[src/rtl/wait_mem_pkg.sv]
// Shared definitions for the wait-state memory.
//   state_t   : controller state encoding (IDLE, WAIT, DONE)
//   op_t      : latched operation kind (read, write, illegal read+write)
//   WS_MAX    : largest supported WAIT_STATES value
//   CNT_W     : width of the wait-state down-counter
//   ws_clamp  : folds a WAIT_STATES parameter into 0..WS_MAX
package wait_mem_pkg;

    localparam int WS_MAX = 15;
    localparam int CNT_W  = 4;

    typedef enum logic [1:0] {
        ST_IDLE = 2'd0,
        ST_WAIT = 2'd1,
        ST_DONE = 2'd2
    } state_t;

    typedef enum logic [1:0] {
        OP_RD   = 2'd0,
        OP_WR   = 2'd1,
        OP_BOTH = 2'd2
    } op_t;

    // Out-of-range values are clamped rather than rejected so the counter
    // width can never be exceeded.
    function automatic int ws_clamp(input int ws);
        if (ws < 0) begin
            return 0;
        end
        if (ws > WS_MAX) begin
            return WS_MAX;
        end
        return ws;
    endfunction

endpackage

[src/rtl/wait_mem_if.sv]
// Request/response bus of the wait-state memory.
//   rd, wr  : read / write request, held by the master until accepted
//   addr    : request address
//   wdata   : write data
//   rdata   : read data, valid with ready and held until the next read
//   ready   : one-cycle completion pulse
//   err     : error flag, valid with ready
//   busy    : high while a request is in flight
// Modports: master drives the request side, slave drives the response side.
interface wait_mem_if #(
    parameter int DWIDTH = 8,
    parameter int AWIDTH = 5
);
    logic              rd;
    logic              wr;
    logic [AWIDTH-1:0] addr;
    logic [DWIDTH-1:0] wdata;
    logic [DWIDTH-1:0] rdata;
    logic              ready;
    logic              err;
    logic              busy;

    modport master (
        output rd, wr, addr, wdata,
        input  rdata, ready, err, busy
    );

    modport slave (
        input  rd, wr, addr, wdata,
        output rdata, ready, err, busy
    );
endinterface

[src/rtl/wait_mem_array.sv]
// Storage array of the wait-state memory.
//   clock : rising-edge clock
//   we    : write enable (single synchronous write port)
//   waddr : write address
//   wdata : write data
//   raddr : read address (asynchronous read port)
//   rdata : read data
// Contents are deliberately not reset; the parent selects between preload
// and bus writes before this port.
module wait_mem_array #(
    parameter int DWIDTH = 8,
    parameter int AWIDTH = 5
) (
    input  logic              clock,
    input  logic              we,
    input  logic [AWIDTH-1:0] waddr,
    input  logic [DWIDTH-1:0] wdata,
    input  logic [AWIDTH-1:0] raddr,
    output logic [DWIDTH-1:0] rdata
);

    localparam int DEPTH = 2 ** AWIDTH;

    logic [DWIDTH-1:0] mem [DEPTH];

    always_ff @(posedge clock) begin
        if (we) begin
            mem[waddr] <= wdata;
        end
    end

    assign rdata = mem[raddr];

endmodule

[src/rtl/wait_mem.sv]
// Wait-state memory: a small RAM behind a request/ready handshake that
// inserts WAIT_STATES extra cycles before each response, with write
// protection of the low address range and a side-band preload port.
//   clock     : rising-edge clock
//   rst_      : synchronous reset, active HIGH despite the name
//   bus       : request/response bus (slave side)
//   load_en   : preload write strobe, honoured only in IDLE, bypasses protection
//   load_addr : preload address
//   load_data : preload data
//
//   state   | meaning
//   --------+---------------------------------------------------------------
//   IDLE    | no request in flight; preload or accept a new request
//   WAIT    | counting down inserted wait states
//   DONE    | complete the request; ready/err/rdata are registered here and
//           | become visible the cycle after, while the FSM is back in IDLE
module wait_mem
    import wait_mem_pkg::*;
#(
    parameter int DWIDTH      = 8,
    parameter int AWIDTH      = 5,
    parameter int WAIT_STATES = 0,
    parameter int WP_LIMIT    = 0
) (
    input  logic              clock,
    input  logic              rst_,
    wait_mem_if.slave         bus,
    input  logic              load_en,
    input  logic [AWIDTH-1:0] load_addr,
    input  logic [DWIDTH-1:0] load_data
);

    localparam int               WS_EFF = ws_clamp(WAIT_STATES);
    localparam logic [CNT_W-1:0] WS_CNT = CNT_W'(WS_EFF);

    state_t            state;
    logic [CNT_W-1:0]  cnt;
    op_t               lat_op;
    logic [AWIDTH-1:0] lat_addr;
    logic [DWIDTH-1:0] lat_wdata;

    logic [DWIDTH-1:0] rdata_q;
    logic              ready_q;
    logic              err_q;
    logic              busy_q;

    logic              wp_hit;
    logic              mem_we;
    logic [AWIDTH-1:0] mem_waddr;
    logic [DWIDTH-1:0] mem_wdata;
    logic [DWIDTH-1:0] mem_rdata;

    // Signed compare so a WP_LIMIT of 0 simply protects nothing.
    assign wp_hit = ($signed({{(32-AWIDTH){1'b0}}, lat_addr}) < WP_LIMIT);

    // Preload wins only in IDLE; a bus write lands at the DONE edge. Reset
    // blocks both so an aborted write never reaches the array.
    always_comb begin
        mem_we    = 1'b0;
        mem_waddr = lat_addr;
        mem_wdata = lat_wdata;
        if (!rst_) begin
            if (state == ST_IDLE && load_en) begin
                mem_we    = 1'b1;
                mem_waddr = load_addr;
                mem_wdata = load_data;
            end else if (state == ST_DONE && lat_op == OP_WR && !wp_hit) begin
                mem_we = 1'b1;
            end
        end
    end

    wait_mem_array #(
        .DWIDTH (DWIDTH),
        .AWIDTH (AWIDTH)
    ) u_array (
        .clock (clock),
        .we    (mem_we),
        .waddr (mem_waddr),
        .wdata (mem_wdata),
        .raddr (lat_addr),
        .rdata (mem_rdata)
    );

    always_ff @(posedge clock) begin
        if (rst_) begin
            state   <= ST_IDLE;
            cnt     <= '0;
            rdata_q <= '0;
            ready_q <= 1'b0;
            err_q   <= 1'b0;
            busy_q  <= 1'b0;
        end else begin
            ready_q <= 1'b0;
            err_q   <= 1'b0;
            case (state)
                ST_IDLE: begin
                    // A simultaneous preload defers the request by a cycle.
                    if (!load_en && (bus.rd || bus.wr)) begin
                        lat_addr  <= bus.addr;
                        lat_wdata <= bus.wdata;
                        if (bus.rd && bus.wr) begin
                            lat_op <= OP_BOTH;
                        end else if (bus.wr) begin
                            lat_op <= OP_WR;
                        end else begin
                            lat_op <= OP_RD;
                        end
                        cnt    <= WS_CNT;
                        busy_q <= 1'b1;
                        state  <= (WS_EFF > 0) ? ST_WAIT : ST_DONE;
                    end
                end
                ST_WAIT: begin
                    cnt <= cnt - 1'b1;
                    if (cnt <= CNT_W'(1)) begin
                        state <= ST_DONE;
                    end
                end
                ST_DONE: begin
                    ready_q <= 1'b1;
                    busy_q  <= 1'b0;
                    state   <= ST_IDLE;
                    case (lat_op)
                        OP_RD:   rdata_q <= mem_rdata;
                        OP_WR:   err_q   <= wp_hit;
                        default: err_q   <= 1'b1;
                    endcase
                end
                default: begin
                    state  <= ST_IDLE;
                    busy_q <= 1'b0;
                end
            endcase
        end
    end

    assign bus.rdata = rdata_q;
    assign bus.ready = ready_q;
    assign bus.err   = err_q;
    assign bus.busy  = busy_q;

endmodule

[src/flat_wrapper.sv]
// flat-port wrapper written by rule: the top's interface ports become plain ports
module wait_mem_flat import wait_mem_pkg::*;
#(
    parameter int DWIDTH      = 8,
    parameter int AWIDTH      = 5,
    parameter int WAIT_STATES = 0,
    parameter int WP_LIMIT    = 0
)
  (clock, rst_, load_en, load_addr, load_data, bus_rd, bus_wr, bus_addr, bus_wdata, bus_rdata, bus_ready, bus_err, bus_busy);
  wait_mem_if #(.DWIDTH(DWIDTH), .AWIDTH(AWIDTH)) bus_i ();
  input  logic clock;
  input  logic rst_;
  input  logic load_en;
  input  logic [AWIDTH-1:0] load_addr;
  input  logic [DWIDTH-1:0] load_data;
  input wire logic [$bits(bus_i.rd)-1:0] bus_rd;
  input wire logic [$bits(bus_i.wr)-1:0] bus_wr;
  input wire logic [$bits(bus_i.addr)-1:0] bus_addr;
  input wire logic [$bits(bus_i.wdata)-1:0] bus_wdata;
  output wire logic [$bits(bus_i.rdata)-1:0] bus_rdata;
  output wire logic [$bits(bus_i.ready)-1:0] bus_ready;
  output wire logic [$bits(bus_i.err)-1:0] bus_err;
  output wire logic [$bits(bus_i.busy)-1:0] bus_busy;
  assign bus_i.rd = bus_rd;
  assign bus_i.wr = bus_wr;
  assign bus_i.addr = bus_addr;
  assign bus_i.wdata = bus_wdata;
  assign bus_rdata = bus_i.rdata;
  assign bus_ready = bus_i.ready;
  assign bus_err = bus_i.err;
  assign bus_busy = bus_i.busy;
  wait_mem #(.DWIDTH(DWIDTH), .AWIDTH(AWIDTH), .WAIT_STATES(WAIT_STATES), .WP_LIMIT(WP_LIMIT)) u_core (.clock(clock), .rst_(rst_), .bus(bus_i), .load_en(load_en), .load_addr(load_addr), .load_data(load_data));
endmodule
[config.mk]
export PLATFORM = sky130hd
export DESIGN_NAME = wait_mem_flat
export DESIGN_NICKNAME = d
export VERILOG_FILES = /design/src/rtl/wait_mem_pkg.sv /design/src/rtl/wait_mem_if.sv /design/src/rtl/wait_mem_array.sv /design/src/rtl/wait_mem.sv /design/src/flat_wrapper.sv
export SDC_FILE = /design/constraint.sdc
export NUM_CORES = 1
export LEC_CHECK = 0
export ABC_AREA = 1
export CAP_MARGIN = 15
export CORE_ASPECT_RATIO = 1.1
export CORE_MARGIN = 2
export CORE_UTILIZATION = 25
export DETAILED_ROUTE_END_ITERATION = 10
export PLACE_DENSITY = 0.36
export SYNTH_ARGS = -nofsm -noshare
export SYNTH_HDL_FRONTEND = slang
export SYNTH_HIERARCHICAL = 1
export SYNTH_SLANG_ARGS = --single-unit
[constraint.sdc]
create_clock -name clock -period 6 [get_ports clock]
set_clock_uncertainty 0.2 [all_clocks]
set_input_delay 1.2 -clock clock [delete_from_list [all_inputs] [get_ports clock]]
set_output_delay 1.2 -clock clock [all_outputs]
set_load 0.01 [all_outputs]
# [Word-level counts from Yosys, hierarchy flattened]
# Memories as Yosys holds them, arrays and structs flattened. A register that Yosys moved wholly into a read port is not among the register bits.
# Index checks and enable logic that the tools add are counted.
[classes] n_addsub=1 multipliers=0 div=0 n_lt_le_gt_ge=1 n_eq_ne=5 shifts=0 muxes=19 n_bitwise=3 n_reduce_logical=16
[op_table] cell="$mux 8" n=2
[op_table] cell="$mux 5" n=2
[op_table] cell="$mux 1" n=9
[op_table] cell="$pmux 4 s2" n=1
[op_table] cell="$reduce_and 2->1" n=4
[op_table] cell="$eq 2x1->1 const B" n=2
[op_table] cell="$le 4x1->1 const B" n=1
[op_table] cell="$logic_and 1x1->1" n=4
[op_table] cell="$logic_not 2->1" n=2
[op_table] cell="$mux 2" n=2
[op_table] cell="$mux 4" n=1
[op_table] cell="$pmux 2 s2" n=1
[op_table] cell="$reduce_or 2->1" n=2
[op_table] cell="$sub 4x1->4 const B" n=1
[op_table] cell="$not 1->1" n=3
[op_table] cell="$reduce_and 3->1" n=1
[op_table] cell="$eq 2x2->1 const B" n=1
[op_table] cell="$ne 2x1->1 const B" n=1
[op_table] cell="$ne 2x2->1 const B" n=1
[op_table] cell="$pmux 1 s2" n=1
[op_table] cell="$reduce_bool 2->1" n=1
[op_table] cell="$logic_not 1->1" n=1
[op_table] cell="$logic_or 1x1->1" n=1
[totals] regBits=24 latch_bits=0 ram_bits=256 romBits=0 in_bits=31 output_inout_bits=11 word_cells=54 memories=1
[memory_table] memory="u_core.u_array.mem" depth=32 width=8 read_ports=1 rd_ports_with_merged_regs=1 wr=1 line_no="wait_mem_array.sv:24" rtl="logic [DWIDTH-1:0] mem [DEPTH];"

# [Longest topological paths before layout]
# Gate-level depths: netlist of run 1.
[depth] ltp_word=7 ltp_mapped=15

# [Cells and area by module]
# The synthesis of run 1 kept the hierarchy.
[modules_own_cells] module="wait_mem_array" instances=1 cells_each=914 area_each_um2=10626.4 seq_area_each_um2=7687.4
[modules_own_cells] module="wait_mem" instances=1 cells_each=129 area_each_um2=1203.7 seq_area_each_um2=670.6

# [Worst setup path before layout of run 1]
# No wires, ideal clock.
[synth_path] kind="input -> register" startpoint="input rst_" endpoint="register u_core.lat_addr[0] (enable)" setup_ns=0.406 t_arrival_ns=2.583 required_ns=5.394 path_slack_ns=2.811 cell_stages=4 path_buffers=1 path_cell_list="inv_1 buf_4 nand2_1 nor3_1"
[synth_via] elab_chain_cells=2
[synth_lines] element="from (decl)" line_no="flat_wrapper.sv:12" rtl="input logic rst_;"
[synth_lines] element="$not 1->1 (no line)"
[synth_lines] element="$reduce_and 3->1 (no line)"
[synth_lines] element="to (signal assigned)" line_no="wait_mem.sv:100" rtl="lat_addr <= bus.addr;"
[synth_lines] element="to (decl)" line_no="wait_mem.sv:39" rtl="logic [AWIDTH-1:0] lat_addr;"
# No other way between the ends.
# A chain may end at the register's enable or synchronous reset.

# [Final worst setup path of run 1]
[layout_path] startpoint="input rst_" endpoint="memory u_core.u_array.mem[24][2] (enable)"
[layout_via] elab_chain_cells=3
[layout_lines] element="$mux 1" line_no="wait_mem.sv:62" rtl="if (!rst_) begin"
[layout_lines] element="via u_core.mem_we" line_no="wait_mem.sv:48" rtl="logic mem_we;"
[layout_lines] element="$mux 1" line_no="wait_mem_array.sv:27" rtl="if (we) begin"
[layout_lines] element="$mux 1 (implied by the code)" line_no="wait_mem_array.sv:28" rtl="mem[waddr] <= wdata;"
[layout_lines] element="to (decl)" line_no="wait_mem_array.sv:24"
# The timed path passes the listed nets, and every way through them passes these cells.

==> out/metrics.yaml, run 1 <==
place:
  gp_congestion: 0.766
  port_buffers: 41
  place_ws_ns: 1.20
  place_area_mm2: 0.0127
  hpwlAfterDp_um: 21100
timing:
  rsz0062_at_grt: "no"
  setup_ws_ns: 1.88
  slew_headroom_pct: 27.3
  setup-tns-final_ns: 0
  fmax_mhz: 243
  setup-violations-final: 0
  period_share_pct: 68.7
  hold_viol_final: 0
  worst_slew_pin_slew_ns: 1.09
  fin_crit_ns: 4.12
  final_max_slew_viol_count: 0
synthesis:
  ys_seq_area_share_pct: 70.7
  yosys_warnings: 6
  synthesis.nets: 1074
  syn-cell-area_mm2: 0.0118
  synth_seq_cells: 282
  synth.distinct_cells: 19
  syn_inst: 1043
  syn_area_per_cell_um2: 11.3
setup_path:
  cp-end-kind: "flip-flop"
  critical_path.max_stage_delay_ns: 0.83
  worstSetupPathType: "in2reg"
  cp_max_fo: 11
  worst-path-buf-inv: 2
  cp_top_family: "simple AND/OR/NAND/NOR gates"
  crit_chain: "clkdlybuf4s50_1 > inv_1 > nand2_1 > o21ai_0 > nand3_1 > nor2_1"
  startpoint_type: "input port"
  required_ns: 6.00
  slowest_stage: "nor2_1"
  arrival_ns: 4.11
grt:
  grt.overflow.total: 0
  grt_first_pass_wirelength_um: 49700
  globalRouteTotalUtil_pct: 13.9
  grt_max_degree: 91
  antenna_found_initial: 0
  grt_pass1_vias: 7818
pwr:
  p_per_area_mw_per_mm2: 315
  clkPwrFrac_pct: 43.2
  combPwrFrac_pct: 6.0
  power.total_mw: 4.33
  ir_drop_uv: 233
  switching_share_pct: 22.1
  leakagePower_nw: 4.96
  p_switching_mw: 0.956
  p_int_mw: 3.37
  p_seq_share_pct: 50.7
finish:
  multi_input_area_mm2: 0.00292
  final_common_cell: "nand2_1"
  drive_above_1_share_pct: 7.54
  final_cell_mix: "nand2_1, edfxtp_1, nand3_1"
  seq_area_mm2: 0.00836
  final_net_count: 1108
  areaGrowthSynthToFinish_pct: 15.9
  nFillCells: 4864
  final_area_mm2: 0.0137
drt:
  post-route-drc-count: 0
  routed_wl_um: 33400
  postRouteAntennaNets: 0
  viasPerCell: 4.40
  drt-initial-drc-count: 403
  drtPass1Iterations: 4
  wl_per_cell_um: 19.7
  vias: 7462
cts:
  path_clk_slew_ns: 0.06
  cts_max_path_buffers: 3
  clock_latency_ns: 0.57
  clock_sinks: 282
  post_cts_resized: 0
  root_buffer: "clkbuf_16"
  cts_setup_buffers: 0
  cts_made_buffers: 30
  hold_buffers: 0
  htreeDepth: 1
  cts_tree: "built"
die:
  fp-row-count: 83
  core-area_mm2: 0.0467
  die_w_um: 211
  initial_core_util_pct: 25.3
  pin_count: 42
  die_h_um: 232
  die_area_mm2: 0.0491
worst_hold_path:
  worstHoldPathType: "reg2reg"
outcome:
  outcome: "complete, no violations"
run:
  cap_violations: 0
-- power groups by stage --
stage                     clock [mW]  combinational [mW]  sequential, mW
after floorplan                    0               0.150            2.23
after global placement             0               0.272            2.24
after detailed placement           0               0.272            2.24
after CTS                       1.93               0.272            2.20
after global routing            2.00               0.292            2.20
final                           1.87               0.261            2.20
-- cell usage after synthesis --
| cell type | n | area (µm²) |
|---|---|---|
| inv_6 | 1 | 8.76 |
| buf_1 | 2 | 7.51 |
| nand3_1 | 212 | 1060 |
| o21ai_2 | 13 | 114 |
| inv_2 | 2 | 7.51 |
| dfxtp_1 | 11 | 220 |
| clkbuf_1 | 7 | 26.3 |
| edfxtp_1 | 271 | 8140 |
| nand3_4 | 1 | 17.5 |
| buf_6 | 27 | 304 |
| a21oi_1 | 8 | 40.0 |
| buf_2 | 16 | 80.1 |
| nor3_1 | 2 | 10.0 |
| nor2_4 | 1 | 11.3 |
| o21ai_0 | 1 | 5.00 |
| inv_1 | 34 | 128 |
| nand2_1 | 385 | 1450 |
| nor2_1 | 43 | 161 |
| buf_4 | 6 | 45.0 |
-- routing by layer --
layer	vias to the layer above	part of all wire [%]	GRT usage [%]
met3	59	3.3	1.72
met1	3623	44	17.6
met2	126	49	24.1
li1	3654	-	-
met5	-	0	0
met4	0	3.2	5.26
-- worst register-to-register path: cells and delay by family, from the launching register on --
| kind | cells | cell delay (ns) |
|---|---|---|
| AO/OA/AOI/OAI | 1 | 0.51 |
| AND/OR/NAND/NOR | 3 | 1.75 |
| flip-flops | 1 | 0.81 |
-- registers in the layout, summed over array words and instances (netlist names) --
register,flops
u_core/u_array/mem,256
u_core/lat_op,2
u_core/bus.err,1
u_core/bus.ready,1
u_core/lat_wdata,8
u_core/bus.busy,1
u_core/lat_addr,5
u_core/bus.rdata,8
-- cell type report --
type / instances / share of cell area [%]
diodes: 1 / 0.0182
clock buffers: 40 / 6.19
clock inverters: 16 / 1.08
inverters: 37 / 1.07
multi-input cells: 666 / 21.3
flip-flops and latches: 282 / 60.9
well taps: 595 / 5.43
repair buffers: 60 / 4.03
-- metrics by stage --
step | util (%) | hold slack (ns) | cells
after global placement | 27.2 | 0.271 | 1640
final | 29.4 | 0.284 | 1697
after floorplan | - | 0.319 | 1043
after global routing | 29.3 | 0.315 | 1696
after detailed placement | 27.2 | 0.277 | 1640
after CTS | 29.3 | 0.292 | 1696
-- logic make-up (layout without fill, tap and decap cells) --
group	after synthesis	after routing	share of synthesized area, %
other cells	0	1	0
simple gates	644	644	22.9
flops	282	282	70.7
buf+inv	95	153	5.13
compound gates	22	22	1.34
-- worst paths after layout --
path,startpoint,end,slack [ns],depth (start not counted)
worst min-delay path,u_core/bus.rdata[2],u_core/bus.rdata[2],0.28,2
worst min register to register,u_core/bus.rdata[2],u_core/bus.rdata[2],0.28,2
worst max-delay path,rst_,u_core/u_array/mem[24][2],1.88,6
worst max register to register,u_core/bus.busy,u_core/u_array/mem[24][2],2.36,4
No activity file was read; power rests on OpenSTA's default activity.
==> run 2, diff against run 1 <==
- clock period: 6 -> 4.2 ns (I/O delays scaled with it)
==> run 2 against run 1 <==
Cell count increased by 2.8%. Wire length increased by 6.2%. Die area unchanged. Combinational power increased by 51%. Sequential cell count unchanged. Sequential share of layout area decreased by 1.8 points. Hold slack got worse by 0.0025 ns. First-iteration DRC count increased by 11%. Highest routed layer unchanged. Clock-buffer cell count increased by 1. Clock power increased by 51%. Design area increased by 3.1%.
==> out/metrics.yaml, run 2 (same netlist as run 1, synthesis figures left out) <==
pwr:
  ir_drop_uv: 200
  p_int_mw: 4.89
  combPwrFrac_pct: 6.2
  p_per_area_mw_per_mm2: 449
  p_switching_mw: 1.46
  p_seq_share_pct: 49.4
  leakagePower_nw: 5.21
  power.total_mw: 6.35
  switching_share_pct: 23.0
  clkPwrFrac_pct: 44.4
finish:
  largest_reg_flops: 256
  final_cell_mix: "nand2_1, edfxtp_1, nand3_1"
  nFillCells: 4861
  final_util_pct: 30.3
  finalNonFillerCells: 1744
  seq_area_mm2: 0.00836
  final_area_mm2: 0.0141
  multi_input_area_mm2: 0.00292
  drive_above_1_share_pct: 11.1
  regMostFlops: "u_core/u_array/mem"
  final_common_cell: "nand2_1"
  final_net_count: 1156
  areaGrowthSynthToFinish_pct: 19.5
place:
  gp_congestion: 0.730
  hpwlAfterDp_um: 21800
  port_buffers: 41
  place_area_mm2: 0.0131
  place_ws_ns: 0.341
  placed_cells: 1684
die:
  fp-row-count: 83
  die_area_mm2: 0.0491
  initial_core_util_pct: 25.3
  die_w_um: 211
  pin_count: 42
  die_h_um: 232
  core-area_mm2: 0.0467
setup_path:
  slowest_stage: "nor2_1"
  startpoint_type: "input port"
  reg2reg_from: "u_core/bus.busy"
  crit_chain: "clkdlybuf4s50_1 > inv_1 > nand3_4 > o21ai_0 > buf_4 > nand3_1 > nor2_1"
  cp_max_fo: 14
  r2r_end: "u_core/u_array/mem[25][6]"
  cp-end-kind: "flip-flop"
  crit_end: "u_core/u_array/mem[25][6]"
  rr_worst_depth: 5
  worst-path-buf-inv: 3
  path_depth: 7
  crit_start: "rst_"
  arrival_ns: 3.17
  required_ns: 4.16
  reg2reg_slack_ns: 1.22
  critical_path.max_stage_delay_ns: 0.68
  worstSetupPathType: "in2reg"
  cp_top_family: "simple AND/OR/NAND/NOR gates"
run:
  cap_violations: 0
cts:
  htreeDepth: 2
  cts_max_path_buffers: 3
  cts_made_buffers: 34
  path_clk_slew_ns: 0.06
  cts_setup_buffers: 0
  cts_tree: "built"
  post_cts_resized: 0
  clock_sinks: 282
  root_buffer: "clkbuf_16"
  hold_buffers: 0
  clock_latency_ns: 0.53
timing:
  worst_slew_pin_slew_ns: 0.915
  hold_viol_final: 0
  setup_ws_ns: 0.983
  setup-tns-final_ns: 0
  period_share_pct: 76.6
  fmax_mhz: 311
  hold_slack_ns: 0.282
  rsz0062_at_grt: "no"
  slew_headroom_pct: 38.8
  setup-violations-final: 0
  fin_crit_ns: 3.22
  final_max_slew_viol_count: 0
drt:
  viasPerCell: 4.47
  wl_per_cell_um: 20.4
  vias: 7802
  post-route-drc-count: 0
  drt-initial-drc-count: 448
  drtPass1Iterations: 4
  postRouteAntennaNets: 0
  routed_wl_um: 35500
outcome:
  outcome: "complete, no violations"
worst_hold_path:
  worstHoldPathType: "reg2reg"
grt:
  grt.overflow.total: 0
  grt_max_degree: 130
  grt_first_pass_wirelength_um: 52500
  grt_pass1_vias: 8022
  globalRouteTotalUtil_pct: 14.7
  antenna_found_initial: 2
-- run 2: power groups by stage --
stage | clock, mW | sequential [mW] | combinational [mW]
floorplan | 0 | 3.19 | 0.214
global placement | 0 | 3.19 | 0.408
detailed placement | 0 | 3.19 | 0.408
CTS | 2.91 | 3.13 | 0.409
global route | 3.00 | 3.13 | 0.438
finish | 2.82 | 3.13 | 0.395
-- run 2: final cells by class --
| class | instances | share of cell area (%) |
|---|---|---|
| antenna | 1 | 0.0177 |
| multi-input combinational | 666 | 20.6 |
| clock buffer | 41 | 6.35 |
| tap | 595 | 5.27 |
| timing repair buffer | 104 | 6.57 |
| sequential | 282 | 59.1 |
| inverter | 37 | 1.04 |
| clock inverter | 18 | 1.04 |
-- run 2: metal layers --
layer	track usage, %	up-vias	share of wire, %
met4	5.04	0	2.8
met2	24.8	127	49
met5	0	-	0
met3	1.99	62	2.8
met1	19.3	3865	45
li1	-	3748	-
-- run 2: worst min path at each step --
stage / startpoint / end / slack (ns) / cells past startpoint
detailed placement: u_core/bus.rdata[2] / u_core/bus.rdata[2] / 0.28 / 2
global route: u_core/bus.rdata[2] / u_core/bus.rdata[2] / 0.32 / 2
CTS: u_core/bus.rdata[2] / u_core/bus.rdata[2] / 0.29 / 2
global placement: u_core/bus.rdata[2] / u_core/bus.rdata[2] / 0.27 / 2
floorplan: u_core/bus.rdata[0] / u_core/bus.rdata[0] / 0.32 / 2
finish: u_core/bus.rdata[2] / u_core/bus.rdata[2] / 0.28 / 2
-- run 2: worst reg2reg max path, stage by stage (launching register included) --
cell and delay (ns):
dfxtp_1 0.81, nand2_1 0.19, o21ai_0 0.30, buf_4 0.19
nand3_1 0.25, nor2_1 0.69
==> run 3, diff against run 2 <==
- clock period: 4.2 -> 3.35 ns (I/O delays scaled with it)
==> run 3 against run 2 <==
Die area is the same. Critical path depth grew 1. Clock power grew 27%. Critical endpoint is now u_core/u_array/mem[10][2]. Largest cell class unchanged. Largest power group unchanged.
==> out/metrics.yaml, run 3 (same netlist as run 1, synthesis figures left out) <==
outcome:
  outcome: "complete, no violations"
setup_path:
  crit_chain: "clkdlybuf4s50_1 > inv_1 > nand2_1 > o21ai_0 > nand3_1 > buf_4 > nor2_1 > buf_4"
  startpoint_type: "input port"
  worstSetupPathType: "in2reg"
  cp_max_fo: 8
  cpMostUsedCell: "buf_4"
  cp-end-kind: "flip-flop"
  slowest_stage: "o21ai_0"
  arrival_ns: 2.64
  critical_path.max_stage_delay_ns: 0.59
  required_ns: 3.35
place:
  gp_congestion: 0.780
  place_ws_ns: 0.138
  place_area_mm2: 0.0132
  port_buffers: 41
  hpwlAfterDp_um: 22000
die:
  core-area_mm2: 0.0467
  initial_core_util_pct: 25.3
  pin_count: 42
  die_w_um: 211
  die_area_mm2: 0.0491
  fp-row-count: 83
  die_h_um: 232
grt:
  grt_first_pass_wirelength_um: 51000
  grt_max_degree: 130
  antenna_found_initial: 0
  grt.overflow.total: 0
  globalRouteTotalUtil_pct: 14.4
  grt_pass1_vias: 7914
cts:
  clock_sinks: 282
  htreeDepth: 2
  hold_buffers: 0
  post_cts_resized: 0
  cts_max_path_buffers: 3
  cts_tree: "built"
  clock_latency_ns: 0.51
  path_clk_slew_ns: 0.05
  cts_made_buffers: 34
  root_buffer: "clkbuf_16"
  cts_setup_buffers: 0
timing:
  rsz0062_at_grt: "no"
  setup_ws_ns: 0.712
  worst_slew_pin_slew_ns: 0.745
  setup-violations-final: 0
  hold_viol_final: 0
  final_max_slew_viol_count: 0
  hold_slack_ns: 0.279
  slew_headroom_pct: 50.2
  period_share_pct: 78.7
  fmax_mhz: 379
  setup-tns-final_ns: 0
  fin_crit_ns: 2.64
finish:
  final_net_count: 1158
  final_cell_mix: "nand2_1, edfxtp_1, nand3_1"
  drive_above_1_share_pct: 10.9
  seq_area_mm2: 0.00836
  antenna_cells: 0
  final_area_mm2: 0.0143
  largest_reg_flops: 256
  multi_input_area_mm2: 0.00292
  regMostFlops: "u_core/u_array/mem"
  final_common_cell: "nand2_1"
  nFillCells: 4827
  areaGrowthSynthToFinish_pct: 20.7
worst_hold_path:
  worstHoldPathType: "reg2reg"
pwr:
  p_per_area_mw_per_mm2: 562
  leakagePower_nw: 5.28
  ir_drop_uv: 375
drt:
  drtPass1Iterations: 5
  routed_wl_um: 34500
  wl_per_cell_um: 19.8
  post-route-drc-count: 0
  viasPerCell: 4.39
  postRouteAntennaNets: 0
  drt-initial-drc-count: 467
  vias: 7662
run:
  cap_violations: 0
## run 3: layer usage
layer	routed length (µm)	GRT usage, %	up-vias
met5	0	0	-
met4	888	4.69	0
met3	1080	1.87	51
met2	16900	24.5	131
met1	15700	18.8	3728
li1	-	-	3752
## run 3: per-stage QoR
stage                     instances  util [%]  power (mW)
after floorplan                1043         -        4.27
final                          1746      30.5        8.02
after CTS                      1746      30.5        8.16
after global placement         1686      28.2        4.53
after global routing           1746      30.5        8.33
after detailed placement       1686      28.2        4.53
## run 3: critical path: cells and delay by family
kind / cells / cell delay (ns)
simple gates: 3 / 0.42
buf+inv: 4 / 0.96
compound gates: 1 / 0.59
## run 3: report_power, final
part           switching, mW  internal (mW)  leakage (nW)
clock network           1.39           2.18         0.520
registers            0.00985           3.92          2.54
logic                  0.360          0.157          2.22
## run 3: path summary, 6_finish.rpt
kind                  startpoint                        end  slack [ns]  depth (start not counted)
min reg2reg  u_core/bus.rdata[5]        u_core/bus.rdata[5]        0.28                          2
max reg2reg   u_core/lat_addr[0]        u_core/bus.rdata[3]        0.84                         14
max                         rst_  u_core/u_array/mem[10][2]        0.71                          8
min          u_core/bus.rdata[5]        u_core/bus.rdata[5]        0.28                          2
## run 3: layout make-up
type                            count  share of cell area [%]
Sequential cell                   282                    58.5
Multi-Input combinational cell    666                    20.4
Timing Repair Buffer              106                    7.26
Clock buffer                       51                    6.92
Tap cell                          595                    5.21
Inverter                           37                    1.03
Clock inverter                      9                   0.613
